## config.mk

```make
export PLATFORM = sky130hd
export DESIGN_NAME = expr_rr_arbiter
export DESIGN_NICKNAME = d
export VERILOG_FILES = /design/src/rtl/expr_arb_pkg.sv /design/src/rtl/expr_rr_arbiter_pick.sv /design/src/rtl/expr_rr_arbiter.sv
export SDC_FILE = /design/constraint.sdc
export NUM_CORES = 1
export LEC_CHECK = 0
export BUFFER_PORTS_ARGS = -buffer_cell sky130_fd_sc_hd__buf_2
export CAP_MARGIN = 20
export CORE_UTILIZATION = 42
export CTS_CLUSTER_DIAMETER = 100
export DETAILED_ROUTE_END_ITERATION = 6
export PLACE_DENSITY = 0.73
export SLEW_MARGIN = 10
export SYNTH_ARGS = -nofsm -noshare
export SYNTH_HDL_FRONTEND = slang
export SYNTH_SLANG_ARGS = --single-unit
```

## constraint.sdc

```tcl
create_clock -name clk -period 3.2 [get_ports clk]
set_input_delay 0.16 -clock clk [delete_from_list [all_inputs] [get_ports clk]]
set_output_delay 0.16 -clock clk [all_outputs]
set_load 0.01 [all_outputs]
```

## src/rtl/expr_arb_pkg.sv

```systemverilog
// Shared definitions for the expression round-robin arbiter: operand layout,
// slot state encoding and the boolean evaluator Y = ~A&B | C&~D | A&~B&D.
// Optional feature macro used by the top level: EXPR_ARB_GRANT_CNT_EN.
package expr_arb_pkg;

   localparam int OPND_W = 4;

   // Bit positions of the operand fields inside an {A,B,C,D} nibble
   localparam int A_BIT = 3;
   localparam int B_BIT = 2;
   localparam int C_BIT = 1;
   localparam int D_BIT = 0;

   typedef enum logic [0:0] {
      SLOT_EMPTY = 1'b0,
      SLOT_FULL  = 1'b1
   } slot_state_t;

   // The shared evaluator; every requester's operand goes through this one function
   function automatic logic expr_f(input logic [OPND_W-1:0] abcd);
      return (~abcd[A_BIT] &  abcd[B_BIT])
           | ( abcd[C_BIT] & ~abcd[D_BIT])
           | ( abcd[A_BIT] & ~abcd[B_BIT] & abcd[D_BIT]);
   endfunction

endpackage

```

## src/rtl/expr_rr_arbiter_pick.sv

```systemverilog
// Combinational round-robin picker. Searches the request vector starting one
// position after the last grant and wrapping, returning a one-hot grant, its
// binary index and whether anything was found. Holds no state, so any arbiter
// can reuse it with its own pointer register.
module rr_pick #(
   parameter  int N  = 4,
   localparam int IW = (N > 1) ? $clog2(N) : 1
) (
   input  logic [N-1:0]  req_i,
   input  logic [IW-1:0] lastGnt_i,
   output logic [N-1:0]  gnt_o,
   output logic [IW-1:0] gntIdx_o,
   output logic          gntAny_o
);

   // Walk the candidates from farthest to nearest so the nearest requester wins
   always_comb begin
      int            cand;
      logic [IW-1:0] candIdx;
      gnt_o    = '0;
      gntIdx_o = '0;
      gntAny_o = 1'b0;
      cand     = 0;
      candIdx  = '0;
      for (int k = N; k >= 1; k--) begin
         cand    = (int'(lastGnt_i) + k) % N;
         candIdx = IW'(cand);
         if (req_i[candIdx]) begin
            gnt_o          = '0;
            gnt_o[candIdx] = 1'b1;
            gntIdx_o       = candIdx;
            gntAny_o       = 1'b1;
         end
      end
   end

endmodule

```

## src/rtl/expr_rr_arbiter.sv

```systemverilog
// Round-robin arbiter sharing one {A,B,C,D} boolean evaluator among NUM_REQ
// requesters. Results land in a single registered response slot tagged with
// the requester index; the slot can be drained and refilled in the same cycle.
// Optional feature macro: EXPR_ARB_GRANT_CNT_EN adds a saturating 16-bit
// count of accepted requester handshakes on port grant_cnt.
module expr_rr_arbiter
   import expr_arb_pkg::*;
#(
   parameter  int NUM_REQ = 4,
   localparam int ID_W    = $clog2(NUM_REQ)
) (
   input  logic                      clk,
   input  logic                      rst,
   input  logic [NUM_REQ-1:0]        req_valid,
   output logic [NUM_REQ-1:0]        req_ready,
   input  logic [OPND_W*NUM_REQ-1:0] req_abcd,
   output logic                      rsp_valid,
   input  logic                      rsp_ready,
   output logic [ID_W-1:0]           rsp_id,
   output logic                      rsp_y,
   output logic [OPND_W-1:0]         rsp_abcd,
   output logic                      busy
`ifdef EXPR_ARB_GRANT_CNT_EN
   ,
   output logic [15:0]               grant_cnt
`endif
);

   slot_state_t         slotState_q;
   logic [ID_W-1:0]     rspId_q;
   logic                rspY_q;
   logic [OPND_W-1:0]   rspAbcd_q;
   logic [ID_W-1:0]     lastGnt_q;

   logic [NUM_REQ-1:0]  pickGnt;
   logic [ID_W-1:0]     pickIdx;
   logic                pickAny;
   logic                canAccept;
   logic                handshake;
   logic [OPND_W-1:0]   selAbcd_d;
   logic                selY_d;

   rr_pick #(
      .N (NUM_REQ)
   ) u_pick (
      .req_i     (req_valid),
      .lastGnt_i (lastGnt_q),
      .gnt_o     (pickGnt),
      .gntIdx_o  (pickIdx),
      .gntAny_o  (pickAny)
   );

   // The slot can take a new result when empty or when it is being drained this cycle
   always_comb begin
      canAccept = (slotState_q == SLOT_EMPTY) | rsp_ready;
      req_ready = '0;
      if (!rst && canAccept && pickAny) begin
         req_ready = pickGnt;
      end
      handshake = |(req_valid & req_ready);
      selAbcd_d = req_abcd[pickIdx*OPND_W +: OPND_W];
      selY_d    = expr_f(selAbcd_d);
   end

   // Slot state machine: load on any handshake, empty only on a drain without refill
   always_ff @(posedge clk) begin
      if (rst) begin
         slotState_q <= SLOT_EMPTY;
         rspId_q     <= '0;
         rspY_q      <= 1'b0;
         rspAbcd_q   <= '0;
         lastGnt_q   <= ID_W'(NUM_REQ - 1);
      end else begin
         case (slotState_q)
            SLOT_EMPTY: begin
               if (handshake) begin
                  slotState_q <= SLOT_FULL;
                  rspId_q     <= pickIdx;
                  rspY_q      <= selY_d;
                  rspAbcd_q   <= selAbcd_d;
                  lastGnt_q   <= pickIdx;
               end
            end
            SLOT_FULL: begin
               if (handshake) begin
                  slotState_q <= SLOT_FULL;
                  rspId_q     <= pickIdx;
                  rspY_q      <= selY_d;
                  rspAbcd_q   <= selAbcd_d;
                  lastGnt_q   <= pickIdx;
               end else if (rsp_ready) begin
                  slotState_q <= SLOT_EMPTY;
               end
            end
            default: begin
               slotState_q <= SLOT_EMPTY;
            end
         endcase
      end
   end

`ifdef EXPR_ARB_GRANT_CNT_EN
   logic [15:0] grantCnt_q;

   // Count slot loads, sticking at all-ones instead of wrapping
   always_ff @(posedge clk) begin
      if (rst) begin
         grantCnt_q <= '0;
      end else if (handshake && (grantCnt_q != 16'hFFFF)) begin
         grantCnt_q <= grantCnt_q + 16'd1;
      end
   end

   assign grant_cnt = grantCnt_q;
`endif

   assign rsp_valid = (slotState_q == SLOT_FULL);
   assign rsp_id    = rspId_q;
   assign rsp_y     = rspY_q;
   assign rsp_abcd  = rspAbcd_q;
   assign busy      = rsp_valid | (|req_valid);

endmodule
```

Word-level counts from Yosys, hierarchy flattened
Cells that the tools add are included.
{"block": "op_classes", "n_addsub": 4, "magnitude_cmp": 8, "n_shift": 1, "n_mux": 36, "bitwise_logic": 13, "reduce_logical": 9}
{"op": "4-bit two-way mux", "count": 6}
{"op": "1-bit two-way mux", "count": 16}
{"op": "16-bit by 5-bit variable part select with 4-bit output", "count": 1}
{"op": "2-bit by 3-bit less-than comparator with 1-bit output (second input constant)", "count": 4}
{"op": "2-bit two-way mux", "count": 5}
{"op": "1-bit binary-select mux with 2-bit select", "count": 4}
{"op": "1-bit demux with 2-bit select", "count": 4}
{"op": "2-bit by 1-bit greater-or-equal comparator with 1-bit output (second input constant)", "count": 4}
{"op": "4-bit OR reduction", "count": 2}
{"op": "1-bit logical AND", "count": 6}
{"op": "2-bit by 1-bit adder with 2-bit output (second input constant)", "count": 2}
{"op": "2-bit adder (second input constant)", "count": 2}
{"op": "1-bit AND", "count": 4}
{"op": "4-bit AND", "count": 1}
{"op": "1-bit NOT", "count": 4}
{"op": "1-bit OR", "count": 4}
{"op": "1-bit case mux with 2 select lines", "count": 1}
{"op": "1-bit zero test", "count": 1}
{"block": "totals", "ff_bits": 10, "wordCells": 76}

Logic depth before layout (Yosys ltp)
Gate-level depths: netlist of the first run.
{"block": "logic_depth", "ltp_word": 14, "depth_mapped": 12, "mapped_depth_nobuf": 9}

Hierarchy
A second synthesis of the first run with hierarchy kept.
{"block": "hier_totals", "hier_cells": 124, "area_unflattened_um2": 1117.3}
{"mod": "expr_rr_arbiter", "n_inst": 1, "cells_each": 54, "area_each_um2": 564.3}
{"mod": "rr_pick", "n_inst": 1, "cells_each": 70, "area_each_um2": 553.0}

Worst setup path before layout of the first run
No wires, ideal clock.
{"block": "synth_timing", "path_kind": "register to register", "startpoint": "register lastGnt_q[0]", "endpoint": "register rspAbcd_q[0], in the netlist rsp_abcd[0]", "arrival_ns": 2.932, "required_time_ns": 3.072, "setup_slack_ns": 0.141, "path_stages_with_launch": 12, "n_path_buf": 3, "period_less_slack_ns": 3.059, "path_cell_list": "dfxtp_1 buf_6 inv_1 ha_1 buf_2 mux4_2 and2_1 o211a_1 a2111oi_4 buf_6 mux2i_1 nor2_1"}
{"block": "synth_via", "elab_chain_cells": 12}
{"element": "start: declaration", "line_no": "expr_rr_arbiter.sv:33", "source": "logic [ID_W-1:0] lastGnt_q;"}
{"element": "start signal: assignment", "line_no": "expr_rr_arbiter.sv:72", "source": "lastGnt_q <= ID_W'(NUM_REQ - 1);"}
{"element": "start signal: assignment", "line_no": "expr_rr_arbiter.sv:81", "source": "lastGnt_q <= pickIdx;"}
{"element": "start signal: assignment", "line_no": "expr_rr_arbiter.sv:90", "source": "lastGnt_q <= pickIdx;"}
{"element": "2-bit by 1-bit adder with 2-bit output", "line_no": "expr_rr_arbiter_pick.sv:26", "source": "cand = (int'(lastGnt_i) + k) % N;"}
{"element": "2-bit by 3-bit less-than comparator with 1-bit output (implied by the code) / 2-bit by 1-bit greater-or-equal comparator with 1-bit output (equally long branches)", "line_no": "expr_rr_arbiter_pick.sv:30", "source": "gnt_o[candIdx] = 1'b1;"}
{"element": "1-bit logical AND (implied by the code)", "line_no": "expr_rr_arbiter_pick.sv:30"}
{"element": "1-bit two-way mux (implied by the code)", "line_no": "expr_rr_arbiter_pick.sv:30"}
{"element": "1-bit demux with 2-bit select"}
{"element": "4-bit two-way mux (4 in a row)", "line_no": "expr_rr_arbiter_pick.sv:28", "source": "if (req_i[candIdx]) begin"}
{"element": "4-bit two-way mux", "line_no": "expr_rr_arbiter.sv:57", "source": "if (!rst && canAccept && pickAny) begin"}
{"element": "4-bit AND", "line_no": "expr_rr_arbiter.sv:60", "source": "handshake = |(req_valid & req_ready);"}
{"element": "4-bit OR reduction", "line_no": "expr_rr_arbiter.sv:60"}
{"element": "end signal: assignment", "line_no": "expr_rr_arbiter.sv:80", "source": "rspAbcd_q <= selAbcd_d;"}
{"element": "end signal: assignment", "line_no": "expr_rr_arbiter.sv:89", "source": "rspAbcd_q <= selAbcd_d;"}
{"element": "end: declaration", "line_no": "expr_rr_arbiter.sv:32", "source": "logic [OPND_W-1:0] rspAbcd_q;"}
Several ways; a longest one is shown, not always the timed one. The select of a mux whose other input is x is not followed.
A chain may end at the register's enable or synchronous reset.

Worst setup path in the final report of the first run
{"block": "layout_timing", "startpoint": "register lastGnt_q[1]", "endpoint": "register rspAbcd_q[1], in the netlist rsp_abcd[1]"}
The elaborated chain is that of the path after synthesis.

==> flow_metrics.py, run 1 <==
metrics = {
    "detailed_routing": {
        "drt_iter0_drc": 16,
        "drc": 0,
        "dr.pass1.iters": 4,
        "ant_nets": 0,
        "vias_per_cell": 5.71,
        "wl_per_cell_um": 14.0,
        "num_vias": 1068,
        "wl_um": 2610,
    },
    "sta": {
        "max_freq_mhz": 331,
        "worstMarginPinSlew_ns": 0.615,
        "setup_tns_ns": 0,
        "setup_viol": 0,
        "rsz0062_at_grt": "no",
        "fin_worst_skew_ns": 0.00103,
        "slew_viol_final": 0,
        "hold_viol_final": 0,
        "min_period_ns": 3.02,
        "min_period_over_period_pct": 94.5,
        "max-slew-margin-rel_pct": 58.7,
    },
    "floorplan": {
        "die_y_um": 53.5,
        "rows": 18,
        "ios": 36,
        "die-width_um": 53.5,
        "initial_core_util_pct": 44.6,
        "core_area_mm2": 0.00250,
        "die_area_mm2": 0.00286,
    },
    "power": {
        "powerDensity_mw_per_mm2": 914,
        "peakVddDrop_v": 0.000487,
        "p_seq_share_pct": 16.1,
        "p_clk_share_pct": 9.4,
        "swShare_pct": 44.0,
        "internal_power_mw": 0.688,
        "power.switching_mw": 0.540,
        "power_frac_comb_pct": 74.5,
        "p_leak_nw": 0.661,
    },
    "critical_path": {
        "critical_path_required_ns": 3.40,
        "crit_path_start_kind": "flip-flop",
        "crit_arrival_ns": 3.23,
        "rrSetupSlack_ns": 0.18,
        "worstReg2RegStart": "lastGnt_q[1]$_SDFFE_PP1P_",
        "crit_path_end_kind": "flip-flop",
        "critical_path_class": "reg -> reg",
        "crit_start": "lastGnt_q[1]$_SDFFE_PP1P_",
        "path_max_fanout": 9,
    },
    "clock_network": {
        "cts.clk_slew.worst_paths_ns": 0.07,
        "cts_buffers": 3,
        "cts_tree": "done",
        "htree_levels": 1,
        "hold_buffers": 0,
        "clock_latency_ns": 0.26,
        "clk_path_buf_depth": 2,
        "clock-sinks": 10,
        "root_buffer": "clkbuf_4",
    },
    "logic_synthesis": {
        "synth.top_cell.area_share_pct": 18.0,
        "yosysSeqAreaShare_pct": 18.0,
        "yosys.area.top_type": "dfxtp_1",
        "synth_area_leaders": "dfxtp_1 18%, mux4_2 16%, mux2i_1 6.3%, ha_1 5.6%, inv_1 4.4%",
        "ys_seq_elements": 10,
        "synth.avg_cell_area_um2": 9.14,
        "ys_types": 35,
        "synth_warnings": 0,
        "synthesis.area_mm2": 0.00111,
        "synth_edf_count": 0,
        "syn-num-nets": 150,
        "netlist_instances": 122,
        "ys.flop_type": "dfxtp_1",
        "async_reset_ff_share_pct": 0,
    },
    "cells_and_area": {
        "final_cell_mix": "35 x buf_2, 13 x inv_1, 10 x dfxtp_1, 9 x a21oi_1",
        "final_nets": 186,
        "insertedDiodeCount": 0,
        "drive_gt1_share_pct": 38.2,
        "n_fill_cell": 236,
        "layout.cells.non_filler": 187,
        "area_delta_synth_final_pct": 20.4,
        "layout_commonest_cell": "buf_2",
    },
    "grt": {
        "grt_pass1_vias": 976,
        "gr-usage-met2_pct": 36.0,
        "use_met1_pct": 23.2,
        "overflow": 0,
        "grt_busiest_layer": "met2",
        "grt_pass1_wl_um": 4210,
        "grt_use_met3_pct": 2.01,
        "grt_usage_pct": 19.7,
        "antenna_found_initial": 0,
        "grt_max_degree": 14,
    },
    "place": {
        "gp_congestion": 0.776,
        "hpwl_um": 1990,
        "place_inst": 182,
        "port_buffers": 35,
    },
    "run_status": {
        "outcome": "complete, no violations",
    },
    "min_path": {
        "min_path_type": "in -> reg",
        "hp-start": "rsp_ready",
    },
    "flow_run": {
        "cap_violations": 0,
    },
}
==> through the flow <==
step	setup WS (ns)	utilization (%)	cell area, um^2	power, mW	hold WS, ns
finish	0.176	53.7	1340	1.23	0.206
global route	0.0329	53.7	1340	1.33	0.213
detailed placement	0.142	51.9	1300	1.09	0.451
global placement	0.268	51.9	1300	1.07	0.452
CTS	0.0935	53.3	1330	1.21	0.199
floorplan	0.141	-	1110	0.915	0.375
==> area by class of cell <==
| cell class | count | area (um^2) | area share, % |
|---|---|---|---|
| timing repair buffer | 40 | 213 | 15.8 |
| inverter | 14 | 52.6 | 3.91 |
| tap | 30 | 37.5 | 2.80 |
| multi-input combinational | 89 | 803 | 59.8 |
| sequential | 10 | 200 | 14.9 |
| clock buffer | 4 | 36.3 | 2.70 |
==> kinds of logic after synthesis <==
| family | share of synthesized area, % |
|---|---|
| compound gates | 21.8 |
| fa+ha+maj | 5.61 |
| buf+inv | 10.2 |
| flops | 18.0 |
| mux | 23.5 |
| simple gates | 21.0 |
==> power by group through the flow <==
stage,logic [mW],clock network (mW),registers [mW]
after detailed placement,0.893,0,0.201
after global routing,1.01,0.123,0.202
after floorplan,0.690,0,0.226
after CTS,0.900,0.117,0.198
final,0.914,0.115,0.198
after global placement,0.867,0,0.198
==> state kept, by name, summed over array words and instances, names as in the netlist <==
signal / flops
lastGnt_q: 2
rsp_abcd: 4
rsp_id: 2
rsp_valid: 1
rsp_y: 1
==> worst max-delay path, stage by stage (launching register included) <==
cell	delay, ns
dfxtp_1	0.33
inv_1	0.09
ha_2	0.44
mux4_2	0.62
and2_1	0.21
o211a_1	0.23
a2111oi_4	0.42
buf_4	0.25
mux2i_1	0.21
nor2b_1	0.15
==> Yosys cell counts, types with 4 or more instances <==
| cell | number |
|---|---|
| inv_1 | 13 |
| dfxtp_1 | 10 |
| a21oi_1 | 9 |
| mux4_2 | 8 |
| nor2_1 | 8 |
| mux2i_1 | 7 |
| ha_1 | 5 |
| nand3b_1 | 5 |
| buf_2 | 4 |
| nand2_1 | 4 |
| nand2b_1 | 4 |
| nor2b_1 | 4 |
| nor4_1 | 4 |
==> layer usage <==
layer,vias to the layer above,routed length (um),share of wire (%)
met3,6,93,3.6
met1,507,1140,44
met5,-,0,0
met4,0,37,1.4
li1,519,-,-
met2,36,1340,51
==> path summary, 6_finish.rpt <==
kind | end | depth (start not counted)
worst max register to register | rsp_abcd[1]$_SDFFE_PP0P_ | 9
worst min register to register | rsp_id[1]$_SDFFE_PP0P_ | 2
worst max-delay path | rsp_abcd[1]$_SDFFE_PP0P_ | 9
worst min-delay path | rsp_valid$_SDFF_PP0_ | 4
==> timing repair <==
action,CTS,global route
gates resized for setup,0,1
endpoints found under the setup margin,0,3
buffers inserted,0,1
No activity file was read; power rests on OpenSTA's default activity.
==> run 2, diff against run 1 <==
Settings changed: SETUP_SLACK_MARGIN from default to 0.3.
==> run 2 against run 1 <==
Against the previous run: combinational power up 9%; setup slack better by 0.22 ns; critical endpoint unchanged; largest cell class unchanged; clock skew about the same.
==> flow_metrics.py, run 2 (synthesis gave the netlist of run 1 again) <==
metrics = {
    "run_status": {
        "outcome": "complete, no violations",
    },
    "cells_and_area": {
        "fin_util_pct": 55.5,
        "final_cell_mix": "36 x buf_2, 12 x inv_1, 9 x a21oi_1",
        "multi_input_area_um2": 826,
        "area_delta_synth_final_pct": 24.4,
        "design_area_mm2": 0.00139,
        "layout_commonest_cell": "buf_2",
        "layout.cells.non_filler": 189,
        "regArea_um2": 205,
        "largest_reg_flops": 4,
        "final_nets": 188,
        "n_fill_cell": 241,
        "insertedDiodeCount": 0,
        "drive_gt1_share_pct": 42.1,
    },
    "detailed_routing": {
        "ant_nets": 0,
        "wl_per_cell_um": 14.2,
        "wl_um": 2690,
        "num_vias": 1067,
        "drc": 0,
        "dr.pass1.iters": 4,
        "drt_iter0_drc": 16,
        "vias_per_cell": 5.65,
    },
    "clock_network": {
        "clock_latency_ns": 0.26,
        "cts.clk_slew.worst_paths_ns": 0.06,
        "cts_buffers": 3,
        "clk_path_buf_depth": 2,
        "root_buffer": "clkbuf_4",
        "htree_levels": 1,
        "clock-sinks": 10,
        "cts_tree": "done",
    },
    "grt": {
        "overflow": 0,
        "antenna_found_initial": 0,
        "grt_busiest_layer": "met2",
        "grt_pass1_vias": 981,
        "grt_max_degree": 14,
        "use_met1_pct": 22.0,
        "grt_usage_pct": 19.8,
        "gr-usage-met2_pct": 38.1,
        "grt_pass1_wl_um": 4130,
        "grt_use_met3_pct": 2.59,
    },
    "flow_run": {
        "cap_violations": 0,
    },
    "sta": {
        "whs_ns": 0.204,
        "setup_tns_ns": 0,
        "worstMarginPinSlew_ns": 0.656,
        "rsz0062_at_grt": "yes",
        "hold_viol_final": 0,
        "max_freq_mhz": 356,
        "slew_viol_final": 0,
        "min_period_over_period_pct": 87.8,
        "max-slew-margin-rel_pct": 55.9,
        "fin_worst_skew_ns": 0.000823,
        "min_period_ns": 2.81,
        "setup_viol": 0,
    },
    "power": {
        "powerDensity_mw_per_mm2": 949,
        "peakVddDrop_v": 0.000453,
        "p_leak_nw": 0.673,
    },
    "floorplan": {
        "ios": 36,
        "die_y_um": 53.5,
        "rows": 18,
        "die-width_um": 53.5,
        "initial_core_util_pct": 44.6,
        "core_area_mm2": 0.00250,
        "die_area_mm2": 0.00286,
    },
    "min_path": {
        "hp-start": "rst",
        "holdPathEnd": "rsp_abcd[0]$_SDFFE_PP0P_",
        "whs_path_depth": 2,
        "min_path_type": "in -> reg",
    },
    "place": {
        "gp_congestion": 0.803,
        "place_inst": 181,
        "post_dp_cell_area_mm2": 0.00130,
        "hpwl_um": 2020,
        "port_buffers": 35,
    },
    "critical_path": {
        "cp_cell_sequence": "inv_1, ha_4, mux4_2, and2_4, o211a_1, a2111oi_4, buf_6, mux2i_1, nor2b_1",
        "cpMaxStageDelayCell": "mux4_2",
        "crit_path_start_kind": "flip-flop",
        "crit_family": "multiplexers",
        "critical_path_class": "reg -> reg",
        "r2r_end": "rsp_abcd[1]$_SDFFE_PP0P_",
        "crit_arrival_ns": 3.01,
        "crit_buf_inv": 2,
        "critical_path_required_ns": 3.40,
        "rrSetupSlack_ns": 0.39,
        "reg2reg_depth": 9,
        "max_stage_delay_ns": 0.59,
        "crit_path_end_kind": "flip-flop",
        "path_max_fanout": 8,
        "worstReg2RegStart": "lastGnt_q[1]$_SDFFE_PP1P_",
    },
}
[run 2: where the power goes]
group | internal, mW | switching (mW)
Sequential | 0.178 | 0.0261
Combinational | 0.493 | 0.507
Clock | 0.0690 | 0.0425
Total | 0.740 | 0.575
[run 2: how the worst max path moves through the flow]
stage                         startpoint                        to  depth (start not counted)
5_1_grt        lastGnt_q[1]$_SDFFE_PP1P_  rsp_abcd[1]$_SDFFE_PP0P_                          9
4_1_cts        lastGnt_q[1]$_SDFFE_PP1P_  rsp_abcd[1]$_SDFFE_PP0P_                          9
3_3_place_gp   lastGnt_q[1]$_SDFFE_PP1P_    rsp_id[0]$_SDFFE_PP0P_                          9
3_5_place_dp   lastGnt_q[1]$_SDFFE_PP1P_  rsp_abcd[1]$_SDFFE_PP0P_                          9
6_report       lastGnt_q[1]$_SDFFE_PP1P_  rsp_abcd[1]$_SDFFE_PP0P_                          9
2_1_floorplan  lastGnt_q[0]$_SDFFE_PP1P_  rsp_abcd[0]$_SDFFE_PP0P_                         11
[run 2: stage by stage]
step                      setup WS [ns]  power, mW
after floorplan                   0.318      0.943
after global placement            0.333       1.08
after detailed placement          0.244       1.11
after CTS                         0.310       1.25
after global routing              0.259       1.42
final                             0.392       1.32
[run 2: area by class of cell]
class                   count  share of cell area (%)
flip-flops and latches     10                    14.8
well taps                  30                    2.71
inverters                  14                    3.79
clock buffers               4                    2.62
repair buffers             42                    16.5
multi-input cells          89                    59.6
[run 2: what timing repair did]
item | CTS | global route
endpoints found under the setup margin | 6 | 10
buffers inserted | 1 | 2
pin swaps | 0 | 2
hold buffers | 0 | 0
cloned | 0 | 1
resized for setup | 2 | 3
[run 2: routing by layer]
layer | part of all wire, % | wire length, um
met1 | 44 | 1170
met3 | 3.8 | 101
met2 | 52 | 1390
met5 | 0 | 0
met4 | 0.63 | 17
